[src/rtl/fpga_clk_reconf_ctrl.sv]
// MMCM dynamic reconfiguration controller: turns SoC divider writes into CLKOUTn DRP writes
// and sequences MMCM reset / re-lock. Optional DRP read-back verify: FPGA_CLK_RECONF_RB_EN.
module fpga_clk_reconf_ctrl #(
    parameter logic [7:0]  SOC_DIV_INIT  = 8'd4,
    parameter logic [7:0]  PER_DIV_INIT  = 8'd8,
    parameter int unsigned LOCK_TIMEOUT  = 65535,
    parameter logic [6:0]  DRP_ADDR_OUT0 = 7'h08,
    parameter logic [6:0]  DRP_ADDR_OUT1 = 7'h0A
) (
    input  logic        ref_clk_i,
    input  logic        rstn_glob_i,
    input  logic        cfg_req_i,
    output logic        cfg_ack_o,
    input  logic [1:0]  cfg_add_i,
    input  logic        cfg_wen_i,
    input  logic [31:0] cfg_wdata_i,
    output logic [31:0] cfg_rdata_o,
    output logic        drp_den_o,
    output logic        drp_dwe_o,
    output logic [6:0]  drp_daddr_o,
    output logic [15:0] drp_di_o,
    input  logic [15:0] drp_do_i,
    input  logic        drp_drdy_i,
    output logic        mmcm_rst_o,
    input  logic        mmcm_locked_i,
    output logic        clk_rstn_o
);

    typedef enum logic [2:0] {
        S_IDLE, S_RST, S_WR1, S_WR2, S_REL, S_LOCK, S_RB1, S_RB2
    } state_t;

    function automatic logic [7:0] sat_div(input logic [7:0] d);
        logic [7:0] r;
        if (d == 8'd0)        r = 8'd1;
        else if (d > 8'd126)  r = 8'd126;
        else                  r = d;
        return r;
    endfunction

    state_t      state_reg, state_next;
    logic        ack_reg, ack_next;
    logic [31:0] rdata_reg, rdata_next;
    logic        den_reg, den_next;
    logic        dwe_reg, dwe_next;
    logic [6:0]  daddr_reg, daddr_next;
    logic [15:0] di_reg, di_next;
    logic        rst_reg, rst_next;
    logic [31:0] lock_cnt_reg, lock_cnt_next;
    logic        error_reg, error_next;
    logic        clk_rstn_reg;
    logic [7:0]  soc_div_reg, per_div_reg;
    logic        out_sel_reg;

    logic        req_take, rd_take, wr_take, start, stat_clr, err_set;
    logic [7:0]  new_div, div_sel;
    logic [6:0]  drp_base;
    logic [15:0] clk_reg1, clk_reg2;
    logic        no_count;
    logic [31:0] rd_val;
    logic        unused_inputs;

    // ack_reg blocks the request still held high during its own ack cycle
    assign req_take = cfg_req_i & ~ack_reg;
    assign rd_take  = req_take & cfg_wen_i;
    assign wr_take  = req_take & ~cfg_wen_i;
    assign start    = wr_take & ~cfg_add_i[1] & (state_reg == S_IDLE);
    assign stat_clr = rd_take & (cfg_add_i == 2'd2);
    assign new_div  = sat_div(cfg_wdata_i[7:0]);

    assign div_sel  = out_sel_reg ? per_div_reg : soc_div_reg;
    assign drp_base = out_sel_reg ? DRP_ADDR_OUT1 : DRP_ADDR_OUT0;
    assign no_count = (div_sel == 8'd1);
    assign clk_reg1 = {4'b0000, div_sel[6:1], 6'(div_sel - {1'b0, div_sel[7:1]})};
    // Divide-by-1 bypasses the counter, so the half-cycle edge bit is meaningless and kept 0
    assign clk_reg2 = {8'h00, div_sel[0] & ~no_count, no_count, 6'b000000};

    always_comb begin
        rd_val = 32'd0;
        case (cfg_add_i)
            2'd0:    rd_val = {24'd0, soc_div_reg};
            2'd1:    rd_val = {24'd0, per_div_reg};
            2'd2:    rd_val = {29'd0, error_reg | err_set, mmcm_locked_i, state_reg != S_IDLE};
            default: rd_val = 32'd0;
        endcase
    end

    assign ack_next   = rd_take | (wr_take & cfg_add_i[1]) | start;
    assign rdata_next = rd_take ? rd_val : 32'd0;
    // A setting event wins over a concurrent status-read clear
    assign error_next = err_set | (error_reg & ~stat_clr);

    always_comb begin
        state_next    = state_reg;
        den_next      = 1'b0;
        dwe_next      = 1'b0;
        daddr_next    = daddr_reg;
        di_next       = di_reg;
        rst_next      = rst_reg;
        lock_cnt_next = lock_cnt_reg;
        err_set       = 1'b0;
        case (state_reg)
            S_IDLE: begin
                if (start) begin
                    state_next = S_RST;
                    rst_next   = 1'b1;
                end
            end
            S_RST: begin
                state_next = S_WR1;
                den_next   = 1'b1;
                dwe_next   = 1'b1;
                daddr_next = drp_base;
                di_next    = clk_reg1;
            end
            S_WR1: begin
                if (drp_drdy_i && !den_reg) begin
`ifdef FPGA_CLK_RECONF_RB_EN
                    state_next = S_RB1;
                    den_next   = 1'b1;
`else
                    state_next = S_WR2;
                    den_next   = 1'b1;
                    dwe_next   = 1'b1;
                    daddr_next = 7'(drp_base + 7'd1);
                    di_next    = clk_reg2;
`endif
                end
            end
`ifdef FPGA_CLK_RECONF_RB_EN
            S_RB1: begin
                if (drp_drdy_i && !den_reg) begin
                    err_set    = (drp_do_i != di_reg);
                    state_next = S_WR2;
                    den_next   = 1'b1;
                    dwe_next   = 1'b1;
                    daddr_next = 7'(drp_base + 7'd1);
                    di_next    = clk_reg2;
                end
            end
            S_RB2: begin
                if (drp_drdy_i && !den_reg) begin
                    err_set    = (drp_do_i != di_reg);
                    state_next = S_REL;
                    rst_next   = 1'b0;
                end
            end
`endif
            S_WR2: begin
                if (drp_drdy_i && !den_reg) begin
`ifdef FPGA_CLK_RECONF_RB_EN
                    state_next = S_RB2;
                    den_next   = 1'b1;
`else
                    state_next = S_REL;
                    rst_next   = 1'b0;
`endif
                end
            end
            S_REL: begin
                state_next    = S_LOCK;
                lock_cnt_next = 32'd0;
            end
            S_LOCK: begin
                if (mmcm_locked_i) begin
                    state_next = S_IDLE;
                end else if (lock_cnt_reg == LOCK_TIMEOUT) begin
                    err_set    = 1'b1;
                    state_next = S_IDLE;
                end else begin
                    lock_cnt_next = lock_cnt_reg + 32'd1;
                end
            end
            default: state_next = S_IDLE;
        endcase
    end

    always_ff @(posedge ref_clk_i or negedge rstn_glob_i) begin
        if (!rstn_glob_i) begin
            state_reg    <= S_IDLE;
            ack_reg      <= 1'b0;
            rdata_reg    <= 32'd0;
            den_reg      <= 1'b0;
            dwe_reg      <= 1'b0;
            daddr_reg    <= 7'd0;
            di_reg       <= 16'd0;
            rst_reg      <= 1'b0;
            lock_cnt_reg <= 32'd0;
            error_reg    <= 1'b0;
            clk_rstn_reg <= 1'b0;
            soc_div_reg  <= SOC_DIV_INIT;
            per_div_reg  <= PER_DIV_INIT;
            out_sel_reg  <= 1'b0;
        end else begin
            state_reg    <= state_next;
            ack_reg      <= ack_next;
            rdata_reg    <= rdata_next;
            den_reg      <= den_next;
            dwe_reg      <= dwe_next;
            daddr_reg    <= daddr_next;
            di_reg       <= di_next;
            rst_reg      <= rst_next;
            lock_cnt_reg <= lock_cnt_next;
            error_reg    <= error_next;
            clk_rstn_reg <= mmcm_locked_i & (state_reg == S_IDLE) & ~rst_reg;
            if (start) begin
                out_sel_reg <= cfg_add_i[0];
                if (cfg_add_i[0]) per_div_reg <= new_div;
                else              soc_div_reg <= new_div;
            end
        end
    end

`ifdef FPGA_CLK_RECONF_RB_EN
    assign unused_inputs = ^cfg_wdata_i[31:8];
`else
    assign unused_inputs = ^{cfg_wdata_i[31:8], drp_do_i};
`endif

    assign cfg_ack_o   = ack_reg;
    assign cfg_rdata_o = rdata_reg;
    assign drp_den_o   = den_reg;
    assign drp_dwe_o   = dwe_reg;
    assign drp_daddr_o = daddr_reg;
    assign drp_di_o    = di_reg;
    assign mmcm_rst_o  = rst_reg;
    assign clk_rstn_o  = clk_rstn_reg;

endmodule
[config.mk]
export PLATFORM = sky130hd
export DESIGN_NAME = fpga_clk_reconf_ctrl
export DESIGN_NICKNAME = d
export VERILOG_FILES = /design/src/rtl/fpga_clk_reconf_ctrl.sv
export SDC_FILE = /design/constraint.sdc
export NUM_CORES = 1
export LEC_CHECK = 0
export BUFFER_PORTS_ARGS = -buffer_cell sky130_fd_sc_hd__buf_2
export CORE_AREA = 2 2 98 100
export CTS_CLUSTER_DIAMETER = 60
export DETAILED_ROUTE_END_ITERATION = 8
export DIE_AREA = 0 0 100 102
export GPL_ROUTABILITY_DRIVEN = 1
export PLACE_DENSITY = 0.75
export SETUP_SLACK_MARGIN = 0.15
export SYNTH_ARGS = -nofsm -noshare
export SYNTH_HDL_FRONTEND = slang
export SYNTH_SLANG_ARGS = --single-unit
[constraint.sdc]
create_clock -name ref_clk_i -period 2.9 [get_ports ref_clk_i]
set_input_delay 0.29 -clock ref_clk_i [delete_from_list [all_inputs] [get_ports ref_clk_i]]
set_output_delay 0.29 -clock ref_clk_i [all_outputs]
set_load 0.02 [all_outputs]
==> results of run 1 <==
==> stage by stage <==
stage | util, % | std cells | setup slack, ps
3_3_place_gp | 51.04 | 597 | 399.4
3_5_place_dp | 51.04 | 597 | 328.0
4_1_cts | 53.32 | 613 | 300.2
2_1_floorplan | - | 489 | 352.7
5_1_grt | 53.32 | 613 | 152.1
6_report | 53.32 | 613 | 296.4
==> worst max-delay path: cells and delay by family (launching register included) <==
family	cells	cell delay [ps]
compound gates	3	580
fa+ha+maj	1	220
buf+inv	1	160
flops	1	490
mux	1	390
simple gates	2	650
==> cells by family after synthesis <==
| logic type | share of synthesized area, % |
|---|---|
| other | 0.08402 |
| adders and majority gates | 2.972 |
| DFF | 44.91 |
| muxes | 4.654 |
| AOI/OAI and AO/OA | 13.12 |
| xor gates and xnor gates | 2.944 |
| and+or+nand+nor | 22.37 |
| buffers and inverters | 8.943 |
==> routing by layer <==
metal / share of wire [%] / track usage [%] / vias to the layer above
li1: - / - / 1652
met1: 43 / 24.35 / 1688
met2: 50 / 32.17 / 107
met3: 6.1 / 4.514 / 10
met4: 1.5 / 5.901 / 0
met5: 0 / 0 / -
==> layout make-up <==
class / instances / share of cell area [%]
Clock buffer: 9 / 2.550
Timing Repair Buffer: 50 / 5.564
Multi-Input combinational cell: 340 / 44.80
Tap cell: 111 / 2.859
Inverter: 16 / 1.236
Sequential cell: 80 / 41.27
Clock inverter: 7 / 1.726
==> synth_stat cells, types with 7 or more instances <==
cell type / count
sky130_fd_sc_hd__xnor2_1: 8
sky130_fd_sc_hd__nand2_1: 34
sky130_fd_sc_hd__o31ai_1: 8
sky130_fd_sc_hd__ha_1: 9
sky130_fd_sc_hd__o21ai_0: 23
sky130_fd_sc_hd__clkbuf_1: 16
sky130_fd_sc_hd__mux2i_1: 14
sky130_fd_sc_hd__and3_1: 7
sky130_fd_sc_hd__nor3_1: 11
sky130_fd_sc_hd__dfrtp_1: 78
sky130_fd_sc_hd__inv_1: 16
sky130_fd_sc_hd__nand3_1: 17
sky130_fd_sc_hd__xor2_1: 7
sky130_fd_sc_hd__nor2_1: 44
sky130_fd_sc_hd__or3_1: 9
sky130_fd_sc_hd__o211ai_1: 9
sky130_fd_sc_hd__a21oi_1: 23
sky130_fd_sc_hd__buf_4: 33
==> final timing paths <==
check,start,endpoint,slack (ps),cells past startpoint
setup reg to reg,out_sel_reg,drp_di_o[5],300,8
min in group ref_clk_i,cfg_wen_i,cfg_ack_o,190,3
hold / removal,rstn_glob_i,lock_cnt_reg[27],60,1
max in group asynchronous,rstn_glob_i,lock_cnt_reg[6],2160,1
hold reg to reg,drp_daddr_o[3],drp_daddr_o[3],470,1
setup / recovery,out_sel_reg,drp_di_o[5],300,8
==> cells in the final DEF (no fill, tap or decap), types with 3 or more instances in the layout <==
cell type,synthesis,final
sky130_fd_sc_hd__and3_1,7,7
sky130_fd_sc_hd__o21ai_1,6,6
sky130_fd_sc_hd__o21ai_0,23,23
sky130_fd_sc_hd__nand2b_1,6,6
sky130_fd_sc_hd__nor2_1,44,44
sky130_fd_sc_hd__conb_1,1,32
sky130_fd_sc_hd__inv_1,16,16
sky130_fd_sc_hd__and4_1,4,4
sky130_fd_sc_hd__clkbuf_8,0,9
sky130_fd_sc_hd__mux2_2,6,6
sky130_fd_sc_hd__o211ai_1,9,9
sky130_fd_sc_hd__xnor2_1,8,8
sky130_fd_sc_hd__nor3_1,11,11
sky130_fd_sc_hd__buf_2,1,42
sky130_fd_sc_hd__a31oi_1,3,3
sky130_fd_sc_hd__mux2i_1,14,14
sky130_fd_sc_hd__ha_1,9,9
sky130_fd_sc_hd__buf_4,33,8
sky130_fd_sc_hd__or3_1,9,9
sky130_fd_sc_hd__nand2_1,34,34
sky130_fd_sc_hd__xor2_1,7,7
sky130_fd_sc_hd__a21oi_1,23,23
sky130_fd_sc_hd__nor4_1,5,5
sky130_fd_sc_hd__or2_2,3,3
sky130_fd_sc_hd__nor4_4,3,3
sky130_fd_sc_hd__inv_6,0,4
sky130_fd_sc_hd__dfrtp_1,78,78
sky130_fd_sc_hd__nor3b_1,3,3
sky130_fd_sc_hd__nor2b_1,3,3
sky130_fd_sc_hd__nand3_1,17,17
sky130_fd_sc_hd__o31ai_1,8,8
sky130_fd_sc_hd__nand4_1,5,5
sky130_fd_sc_hd__or4_1,6,6
==> power by group through the flow <==
stage	Combinational (W)	Sequential (W)	Clock, W
floorplan	0.00119	0.00166	0
global placement	0.00160	0.00161	0
detailed placement	0.00166	0.00162	0
CTS	0.00167	0.00160	0.000906
global route	0.00186	0.00164	0.000947
finish	0.00165	0.00160	0.000885
==> impl_summary.md, run 1 <==
Timing
After routing, the total negative slack on setup checks comes to 0 ps. The number of max-slew violations in the final report is 0. The final count of hold timing violations is 0.

At the pin with the least slew margin, the transition time is approximately 1000 ps. The tightest hold margin is approximately 62 ps. Setup repair after global routing left no endpoint under its margin. The final critical-path required period is approximately 2600 ps.

The largest clock skew in the final design is around 10 ps. Headroom to the max-slew limit came out at 33.08%. Static timing analysis puts the maximum clock frequency at approximately 380 MHz. The post-route clock period utilization is between 80 and 90%. The count of endpoints failing setup in the final report is 0.

Placement
Once placement finished, the instance area stood at ~0.0046 sq mm. At the end of routability-driven placement, the weighted congestion stood at 0.7998. The number of port buffers is 43. The final HPWL from detailed placement is 6590 um.

Clock network
The later-pin clock latency in the skew report is between 300 and 400 ps. The number of buffers between clock root and the deepest sink is 2. Counting the buffers created by CTS gives 9. The clock slew seen by the registers of the worst setup and hold paths is 100 ps. Once the clock tree was built, the setup fixing pass inserted 0 buffers.

TritonCTS built the clock tree. CTS built an H-tree with a depth of 3. The clock root buffer master is sky130_fd_sc_hd__clkbuf_8.

The number of hold buffers added after cts is 0. The post-CTS resize count is 0. The tree built by TritonCTS fans out to 80 sinks.

Power and ir drop
Combinational cells account for 39.8% of the total power. The leakage component of the power is between 2 and 2.5 nW. In this run, the clock network consumes a little over a fifth of the power. The share of total power consumed by net switching is around 41%. The power consumption is 0.004134 W.

The internal portion of the total power is between 0.002 and 0.0025 W. The maximum resistive drop on vdd is ~740 uV. Of the total power, registers draw 38.8%.

Power spread over the standard cell area amounts to approximately 850 mW/mm^2. In this run the power spent charging and discharging nets is approximately 0.0017 W.

Routing
Dividing the detail-routed wire length by the instance count gives 14.98 um. The detailed-routing iteration count for the pre-antenna-repair pass is 5. The count of vias placed by the detailed router is 3,457. The total DRC errors in the routed layout is 0. The DRC violation total after the first TritonRoute iteration is about 140. The mean number of vias per cell is about 5.6. The overall routed net length is ~9000 um. The number of nets with antenna violations after detailed routing is 0.

Cells and area
Of the cells placed in the final design, the portion with a size suffix greater than 1 is a little under a fifth. The footprint of the multi-input gates is around 0.0022 sq mm. The register with the most flip-flops in the layout has 32 of them.

After routing the design area is 0.004857 sq mm. The net count reported at finish is between 500 and 600. The layout overhead on the synthesized area is 8.831%.

The sequential cells in the finished layout cover a total of 0.002004 sq mm. Fill cells in the final layout number between 800 and 900. The total inserted antenna cells is 0.

Setup path
For this run, the slowest stage of the critical path takes between 400 and 500 ps. The maximum fanout along the worst path is 5. The endpoint class of the critical path is a register. For the worst setup path, the data required time is about 3200 ps. STA classifies the critical path startpoint as a register. The worst setup path is of the register to register kind. Walking the worst path, the cells encountered are mux2i_1 -> inv_1 -> ha_1 -> or2_2 -> o221ai_1 -> a21oi_1 -> or3_1 -> a32o_1. Among all stages on the critical path, the largest delay is contributed by sky130_fd_sc_hd__dfrtp_1. At the worst endpoint, the arrival time is 2860 ps.

GRT
The via count of the first global-routing pass is about 3,300. The global route total overflow is 0. Entering global routing, the biggest net connects 81 pins. The first global-routing pass estimated 15,590 um of wire.

The number of antenna violations at the first check in global routing is 0. In the global route stage, overall resource usage came out at between 10% and 20%.

Logic synthesis
The number of instances in the synthesized netlist is roughly 460. The number of distinct library cells after synthesis is 60. Counting flops and latches in the post-synthesis netlist gives 80. The synthesized design contains 0 enable-type register cells. For this run, the number of Yosys warnings is 0. The portion of synthesized cell area occupied by the leading cell type is a little over two fifths. The mapped netlist covers about 0.0045 sq mm. Averaged over all synthesized cells, the footprint is roughly 10 sq um. The proportion of synthesized flip-flops having asynchronous set or reset is between 90% and 100%. By area the synthesized netlist is led by sky130_fd_sc_hd__dfrtp_1 (44%), sky130_fd_sc_hd__buf_4 (5.6%), sky130_fd_sc_hd__nor2_1 (3.7%), sky130_fd_sc_hd__mux2i_1 (3.1%), sky130_fd_sc_hd__nand2_1 (2.9%). Summed over all instances, the cell type with the most area after synthesis is sky130_fd_sc_hd__dfrtp_1.

Among all flip-flop cells after synthesis, the most frequent one is sky130_fd_sc_hd__dfrtp_1. Sequential elements use ~45% of the synthesized area.

Die
The floorplan step defined a die boundary enclosing just over 0.01 sq mm. The height of the die is between 100 and 150 um. The count of pins on the block boundary is around 120. The initial core utilization is roughly half. The number of rows created at floorplan is 35. The core area is roughly 0.009 sq mm.

The width of the die is about 100 um.

Hold path
The path class of the tightest hold or removal check is primary input to async pin.

Outcome
The flow ran to the end, and the final reports show no timing, DRC or antenna violations.

Job
The number of violations of the max-capacitance limit is 0.
Power figures use the tool's default switching activity.
==> inputs of run 2 (changes only) <==
Settings changed: CAP_MARGIN set to 20, CORE_AREA 2 2 98 100 to 2 2 103 105, DIE_AREA 0 0 100 102 to 0 0 105 107, PLACE_DENSITY 0.75 to 0.69.
==> run 2 against run 1 <==
Net effect:
- clock-buffer cell count up 2
- largest power group unchanged
- clock power decreased by 3.8%
- core utilization decreased by 4.5 points
- sequential cell count is the same
- global-route usage shrank 1.7 points
- critical path type unchanged
- cell area is 1.5% higher
- critical endpoint unchanged
==> impl_summary.md, run 2 (synthesis results as in run 1) <==
Die
The initial core utilization is 44.22% (was 49.00%). The height of the die came to 107 um (was 102 um). The count of pins on the block boundary is 116 (unchanged).

The number of rows created at floorplan is 37 (was 35). The die area is 0.01124 sq mm (was 0.01020 sq mm). The core area is 0.01009 sq mm (was 0.009109 sq mm). The width of the die was 105 um (was 100 um).

Setup path
The cell count of the worst reg-to-reg path is 8 (unchanged). The cell family with the largest share of critical-path delay is simple AND/OR/NAND/NOR gates (unchanged). The number of buffer and inverter stages on the critical path came to 1 (unchanged). The critical-path cell with the highest stage delay is sky130_fd_sc_hd__dfrtp_2 (was sky130_fd_sc_hd__dfrtp_1). The number of stages on the worst setup path is 8 (unchanged). The longest individual stage delay on the worst path was 460 ps (was 490 ps). The critical path data required time came to 3140 ps (was 3150 ps).

The endpoint class of the critical path is a register (unchanged). The category of the critical setup timing path is register to register (unchanged). Crit path cell chain: mux2i_2 -> inv_1 -> ha_1 -> or2_2 -> o221ai_1 -> a21oi_1 -> or3_1 -> a32o_1 (was mux2i_1 -> inv_1 -> ha_1 -> or2_2 -> o221ai_1 -> a21oi_1 -> or3_1 -> a32o_1). The startpoint type of the worst setup path is a register (unchanged).

The data arrival time of the critical path is 2720 ps (was 2860 ps). The maximum fanout along the worst path came to 6 (was 5).

Power and ir drop
The register share of total power was 39.0% (was 38.8%). The clock power share is 20.6% (was 21.4%). The power density over the cells is 838.3 mW/mm^2 (was 851.1 mW/mm^2). The relative contribution of combinational cells to total power is 40.4% (was 39.8%).

The power consumption came to 0.004133 W (was 0.004134 W). The share of total power consumed by net switching came to 39.81% (was 40.57%). The internal power is 0.002487 W (was 0.002457 W). The maximum resistive drop on vdd came to 557.5 uV (was 735.9 uV). The net switching power figure is 0.001645 W (was 0.001677 W).

The leakage component of the power is 2.313 nW (was 2.303 nW).

Timing
The final count of hold timing violations came to 0 (unchanged). The post-route clock period utilization is 85.46% (was 89.78%). The largest clock skew in the final design was 10.83 ps (was 10.35 ps). The count of endpoints failing setup in the final report is 0 (unchanged). The actual slew at the worst max-slew pin was 613.5 ps (was 1004 ps). The setup slack of the critical path after layout is 421.7 ps (was 296.4 ps).

The maximum clock frequency is 403.5 MHz (was 384.1 MHz). Setup repair after global routing missed its margin: false (unchanged). The number of max-slew violations in the final report is 0 (unchanged). The final critical-path required period is 2478 ps (was 2604 ps). The tightest slew margin relative to the limit is 59.01% (was 33.08%).

The total negative slack was 0 ps (unchanged).

Cells and area
The most frequent standard cell in the layout excluding fill and tap cells was sky130_fd_sc_hd__dfrtp_1 (unchanged). The net count reported at finish is 565 (was 563). The share of post-route cells with drive strength above 1 came to 18.65% (was 18.33%). The number of flip-flops in the largest register is 32 (unchanged). Most frequent cells in the layout: sky130_fd_sc_hd__dfrtp_1 (77), sky130_fd_sc_hd__nor2_1 (44), sky130_fd_sc_hd__buf_2 (42), sky130_fd_sc_hd__nand2_1 (34), sky130_fd_sc_hd__conb_1 (32) (was sky130_fd_sc_hd__dfrtp_1 (78), sky130_fd_sc_hd__nor2_1 (44), sky130_fd_sc_hd__buf_2 (42), sky130_fd_sc_hd__nand2_1 (34), sky130_fd_sc_hd__conb_1 (32)). The layout overhead on the synthesized area is 10.46% (was 8.831%). The core utilization of the finished layout is 48.85% (was 53.32%). The total inserted antenna cells came to 0 (unchanged).

Routing
The number of nets with antenna violations after detailed routing is 0 (unchanged). The mean number of vias per cell is 5.292 (was 5.639). The overall routed net length is 9125 um (was 9184 um). The detailed-routing iteration count for the pre-antenna-repair pass is 5 (unchanged).

The DRC violation total after the first TritonRoute iteration is 150 (was 142). The detailed-route wire length per cell is 14.26 um (was 14.98 um). The total DRC errors in the routed layout is 0 (unchanged). The count of vias placed by the detailed router is 3,387 (was 3,457).

Placement
The worst setup slack after placement was 312.3 ps (was 328.0 ps). The number of port buffers is 43 (unchanged). The final RePlAce weighted congestion was 0.7794 (was 0.7998).

The final HPWL from detailed placement is 6453 um (was 6590 um).

Job
The number of violations of the max-capacitance limit is 0 (unchanged).

GRT
The wire length of the first global-routing pass is 15,680 um (was 15,590 um). The global-route usage over all layers was 17.35% (was 19.00%). The number of antenna violations at the first check in global routing is 0 (unchanged).

The via count of the first global-routing pass is 3,297 (was 3,252). The global route total overflow came to 0 (unchanged). The maximum number of pins on one net before global-route repair is 81 (unchanged).

Outcome
Run status: complete, no violations (unchanged).

Clock network
The later-pin clock latency in the skew report is 360 ps (about the same). The number of CTS-inserted buffers is 9 (unchanged). The setup fix buffers added after clock tree synthesis came to 0 (unchanged). The number of buffers between clock root and the deepest sink is 2 (unchanged).

The count of clock tree sinks is 80 (unchanged). The number of H-tree levels is 3 (unchanged). The TritonCTS clock tree is done (unchanged). The clock root buffer master is sky130_fd_sc_hd__clkbuf_8 (unchanged). The clock slew seen by the registers of the worst setup and hold paths came to 90 ps (was 100 ps).

Hold path
The number of cells on the worst hold path is 3. The class of the tightest hold or removal check is primary input to register (was primary input to async pin).
[run 2: cell types whose count changed in the layout (fill, tap and decap cells not counted)]
| cell | before | now |
|---|---|---|
| sky130_fd_sc_hd__dlygate4sd3_1 | 0 | 1 |
| sky130_fd_sc_hd__inv_6 | 4 | 0 |
| sky130_fd_sc_hd__dfrtp_2 | 0 | 1 |
| sky130_fd_sc_hd__buf_16 | 0 | 1 |
| sky130_fd_sc_hd__mux2i_1 | 14 | 13 |
| sky130_fd_sc_hd__clkbuf_8 | 9 | 10 |
| sky130_fd_sc_hd__mux2i_2 | 0 | 1 |
| sky130_fd_sc_hd__clkinvlp_4 | 1 | 2 |
| sky130_fd_sc_hd__clkinv_4 | 0 | 1 |
| sky130_fd_sc_hd__clkbuf_1 | 0 | 1 |
| sky130_fd_sc_hd__dfrtp_1 | 78 | 77 |
[run 2: metal layers]
metal	wire [um]	GRT usage [%]	up-vias
met4	148	6.667	0
met2	4720	29.92	56
li1	-	-	1655
met5	0	0	-
met3	275	3.040	9
met1	3980	21.77	1667
[run 2: final timing paths]
path                                   to      startpoint  slack [ps]
min in group asynchronous    state_reg[1]     rstn_glob_i         410
hold reg to reg            drp_daddr_o[3]  drp_daddr_o[3]         480
setup reg to reg              drp_di_o[5]     out_sel_reg         420
max in group asynchronous  per_div_reg[3]     rstn_glob_i        1860
hold / removal                  cfg_ack_o       cfg_wen_i         190
setup / recovery              drp_di_o[5]     out_sel_reg         420
[run 2: area by class of cell]
cell class                      count  area, sq um
Inverter                           16        60.06
Tap cell                          136        170.2
Clock inverter                      5        65.06
Fill cell                         998         5162
Clock buffer                       11        141.4
Multi-Input combinational cell    340         2180
Sequential cell                    80         2006
Timing Repair Buffer               52        307.8
[run 2: worst register-to-register path, stage by stage, from the launching register on]
cell	delay (ps)
sky130_fd_sc_hd__dfrtp_2	460
sky130_fd_sc_hd__mux2i_2	310
sky130_fd_sc_hd__inv_1	140
sky130_fd_sc_hd__ha_1	210
sky130_fd_sc_hd__or2_2	300
sky130_fd_sc_hd__o221ai_1	210
sky130_fd_sc_hd__a21oi_1	130
sky130_fd_sc_hd__or3_1	350
sky130_fd_sc_hd__a32o_1	260
[run 2: per-stage QoR]
step	std cells	instance area, sq um	hold slack [ps]
finish	640	4930	191.8
global route	640	4930	195.7
CTS	638	4887	129.9
detailed placement	622	4681	461.6
global placement	622	4681	455.0
floorplan	489	4579	-5.591
[run 2: timing repair]
action | 4_1_cts | 5_1_grt
gates resized for setup | 0 | 2
hold buffers | 0 | 1
hold endpoints to repair | 0 | 30
setup endpoints to repair | 0 | 1
[run 2: power groups by stage]
stage	Combinational, W	Sequential, W	Clock, W
after floorplan	0.00119	0.00166	0
after global placement	0.00162	0.00161	0
after detailed placement	0.00167	0.00163	0
after CTS	0.00169	0.00161	0.000877
after global routing	0.00188	0.00166	0.000922
final	0.00167	0.00161	0.000851
==> inputs of run 3 (changes only) <==
Settings changed: REMOVE_ABC_BUFFERS set to 1.
==> run 3 against run 2 <==
Net effect:
- core utilization shrank 0.25 points
- global-route usage shrank 0.24 points
- clock skew shrank 2.0 ps
- clock power shrank 11%
- fmax shrank 1.4%
- sequential power is essentially flat
- hold slack gained 30 ps
- total power shrank 1.7%
- clock-buffer cell count shrank 1
- critical path type unchanged
- largest power group unchanged
==> impl_summary.md, run 3 (synthesis results as in run 1) <==
Clock network
The count of clock tree sinks is 80 (unchanged). The TritonCTS clock tree was done (unchanged). The number of CTS-inserted buffers was 9 (unchanged). The clock root buffer master is sky130_fd_sc_hd__clkbuf_8 (unchanged). The clock slew seen by the registers of the worst setup and hold paths was 90 ps (about the same). The number of buffers between clock root and the deepest sink is 2 (unchanged).

The later-pin clock latency in the skew report came to 350 ps (was 360 ps). The number of H-tree levels is 3 (unchanged).

Die
The number of rows created at floorplan is 37 (unchanged). The core area is 0.01009 sq mm (unchanged). The width of the die was 105 um (unchanged). The height of the die was 107 um (unchanged). The initial core utilization was 44.22% (unchanged).

The die area is 0.01124 sq mm (unchanged). The count of pins on the block boundary came to 116 (unchanged).

Placement
The final HPWL from detailed placement came to 6649 um (was 6453 um). The final RePlAce weighted congestion was 0.8235 (was 0.7794). The area of placed instances is 0.004688 sq mm (was 0.004681 sq mm). The total instance count after detailed placement is 623 (was 622). The number of port buffers is 43 (unchanged).

Setup path
The critical-path cell with the highest stage delay is sky130_fd_sc_hd__dfrtp_2 (unchanged). The cell family with the largest share of critical-path delay is simple AND/OR/NAND/NOR gates (unchanged). The data arrival time of the critical path is 2750 ps (was 2720 ps). The maximum fanout along the worst path came to 9 (was 6).

The endpoint class of the critical path is a register (unchanged). The startpoint type of the worst setup path is a register (unchanged). The number of buffer and inverter stages on the critical path is 1 (unchanged). The category of the critical setup timing path is register to register (unchanged). The critical path data required time is 3140 ps (about the same). Crit path cell chain: mux2i_2 -> inv_1 -> ha_1 -> or2_2 -> o221ai_1 -> a21oi_1 -> or3_1 -> a32o_1 (unchanged). The longest individual stage delay on the worst path came to 490 ps (was 460 ps).

Cells and area
The number of filler instances in the final layout is 974 (was 998). The share of post-route cells with drive strength above 1 is 19.01% (was 18.65%). The footprint of the multi-input gates came to 0.002183 sq mm (was 0.002180 sq mm). The area used by sequential logic in the layout is 0.002006 sq mm (unchanged).

The layout overhead on the synthesized area came to 9.896% (was 10.46%). The most frequent standard cell in the layout excluding fill and tap cells was sky130_fd_sc_hd__dfrtp_1 (unchanged). The total inserted antenna cells is 0 (unchanged).

The core utilization of the finished layout is 48.60% (was 48.85%). Most frequent cells in the layout: sky130_fd_sc_hd__dfrtp_1 (77), sky130_fd_sc_hd__nor2_1 (44), sky130_fd_sc_hd__buf_2 (42), sky130_fd_sc_hd__nand2_1 (34), sky130_fd_sc_hd__conb_1 (32) (unchanged). The final cell area excluding filler cells is 0.004905 sq mm (was 0.004930 sq mm).

The net count reported at finish is 566 (was 565). The number of flip-flops in the largest register was 32 (unchanged). The final non-filler cell total came to 641 (was 640).

Timing
The maximum clock frequency is 397.8 MHz (was 403.5 MHz). The post-route clock period utilization is 86.69% (was 85.46%). Setup repair after global routing missed its margin: false (unchanged). The count of endpoints failing setup in the final report is 0 (unchanged). The actual slew at the worst max-slew pin is 516.8 ps (was 613.5 ps). The final critical-path required period is 2514 ps (was 2478 ps). The tightest slew margin relative to the limit is 64.56% (was 59.01%). The total negative slack was 0 ps (unchanged). The largest clock skew in the final design came to 8.823 ps (was 10.83 ps). The final count of hold timing violations came to 0 (unchanged). The number of max-slew violations in the final report is 0 (unchanged).

Power and ir drop
The power density over the cells is 828.0 mW/mm^2 (was 838.3 mW/mm^2). The maximum resistive drop on vdd is 541.5 uV (was 557.5 uV). The leakage component of the power is 2.302 nW (was 2.313 nW).

GRT
The global-route usage over all layers is 17.11% (was 17.35%). The via count of the first global-routing pass came to 3,293 (was 3,297). The global route total overflow was 0 (unchanged). The number of antenna violations at the first check in global routing is 0 (unchanged).

The wire length of the first global-routing pass came to 15,630 um (was 15,680 um). The maximum number of pins on one net before global-route repair is 81 (unchanged).

Routing
The detailed-routing iteration count for the pre-antenna-repair pass was 5 (unchanged). The DRC violation total after the first TritonRoute iteration is 125 (was 150). The overall routed net length is 9263 um (was 9125 um). The count of vias placed by the detailed router is 3,425 (was 3,387). The mean number of vias per cell is 5.343 (was 5.292). The total DRC errors in the routed layout is 0 (unchanged). The detailed-route wire length per cell was 14.45 um (was 14.26 um). The number of nets with antenna violations after detailed routing is 0 (unchanged).

Hold path
The class of the tightest hold or removal check is primary input to register (unchanged).

Outcome
Run status: complete, no violations (unchanged).

Job
The number of violations of the max-capacitance limit is 0 (unchanged).
run 3: what timing repair did:
item / in CTS / in global routing
hold buffers: 0 / 1
resized for setup: 0 / 3
endpoints found under the setup margin: 0 / 1
setup buffers: 0 / 0
endpoints found under the hold margin: 0 / 39
run 3: worst register-to-register path, stage by stage, from the launching register on:
cell	delay (ps)
sky130_fd_sc_hd__dfrtp_2	490
sky130_fd_sc_hd__mux2i_2	340
sky130_fd_sc_hd__inv_1	140
sky130_fd_sc_hd__ha_1	220
sky130_fd_sc_hd__or2_2	300
sky130_fd_sc_hd__o221ai_1	200
sky130_fd_sc_hd__a21oi_1	120
sky130_fd_sc_hd__or3_1	350
sky130_fd_sc_hd__a32o_1	260
run 3: metal layers:
metal  track usage [%]  wire length, um
met1             21.94             4164
met2             29.13             4658
met3             3.891              360
met4             4.762               79
met5                 0                0
run 3: path summary, 6_finish.rpt:
path	start	to	slack [ps]	depth (start not counted)
setup / recovery	out_sel_reg	drp_di_o[5]	390	8
hold / removal	cfg_wen_i	cfg_ack_o	220	3
setup reg to reg	out_sel_reg	drp_di_o[5]	390	8
hold reg to reg	drp_daddr_o[3]	drp_daddr_o[3]	470	1
max in group asynchronous	rstn_glob_i	soc_div_reg[2]	1790	3
min in group asynchronous	rstn_glob_i	lock_cnt_reg[24]	460	2
run 3: layout make-up:
type | instances | area share, %
multi-input cells | 340 | 44.52
flip-flops and latches | 80 | 40.89
repair buffers | 53 | 6.276
well taps | 136 | 3.469
clock buffers | 10 | 2.602
inverters | 16 | 1.224
clock inverters | 6 | 1.020
run 3: where the power goes:
part,switching (W),internal [W]
registers,0.000240,0.00138
logic,0.00100,0.000685
clock network,0.000435,0.000322
total,0.00168,0.00238
run 3: per-stage QoR:
stage          total power (W)  worst slack (ps)  hold WS [ps]
2_1_floorplan         0.002770             505.0        -5.591
3_3_place_gp          0.003238             310.1         443.9
3_5_place_dp          0.003305             275.2         447.0
4_1_cts               0.004069             253.9         145.2
5_1_grt               0.004381             188.5         244.5
6_report              0.004061             385.9         222.3
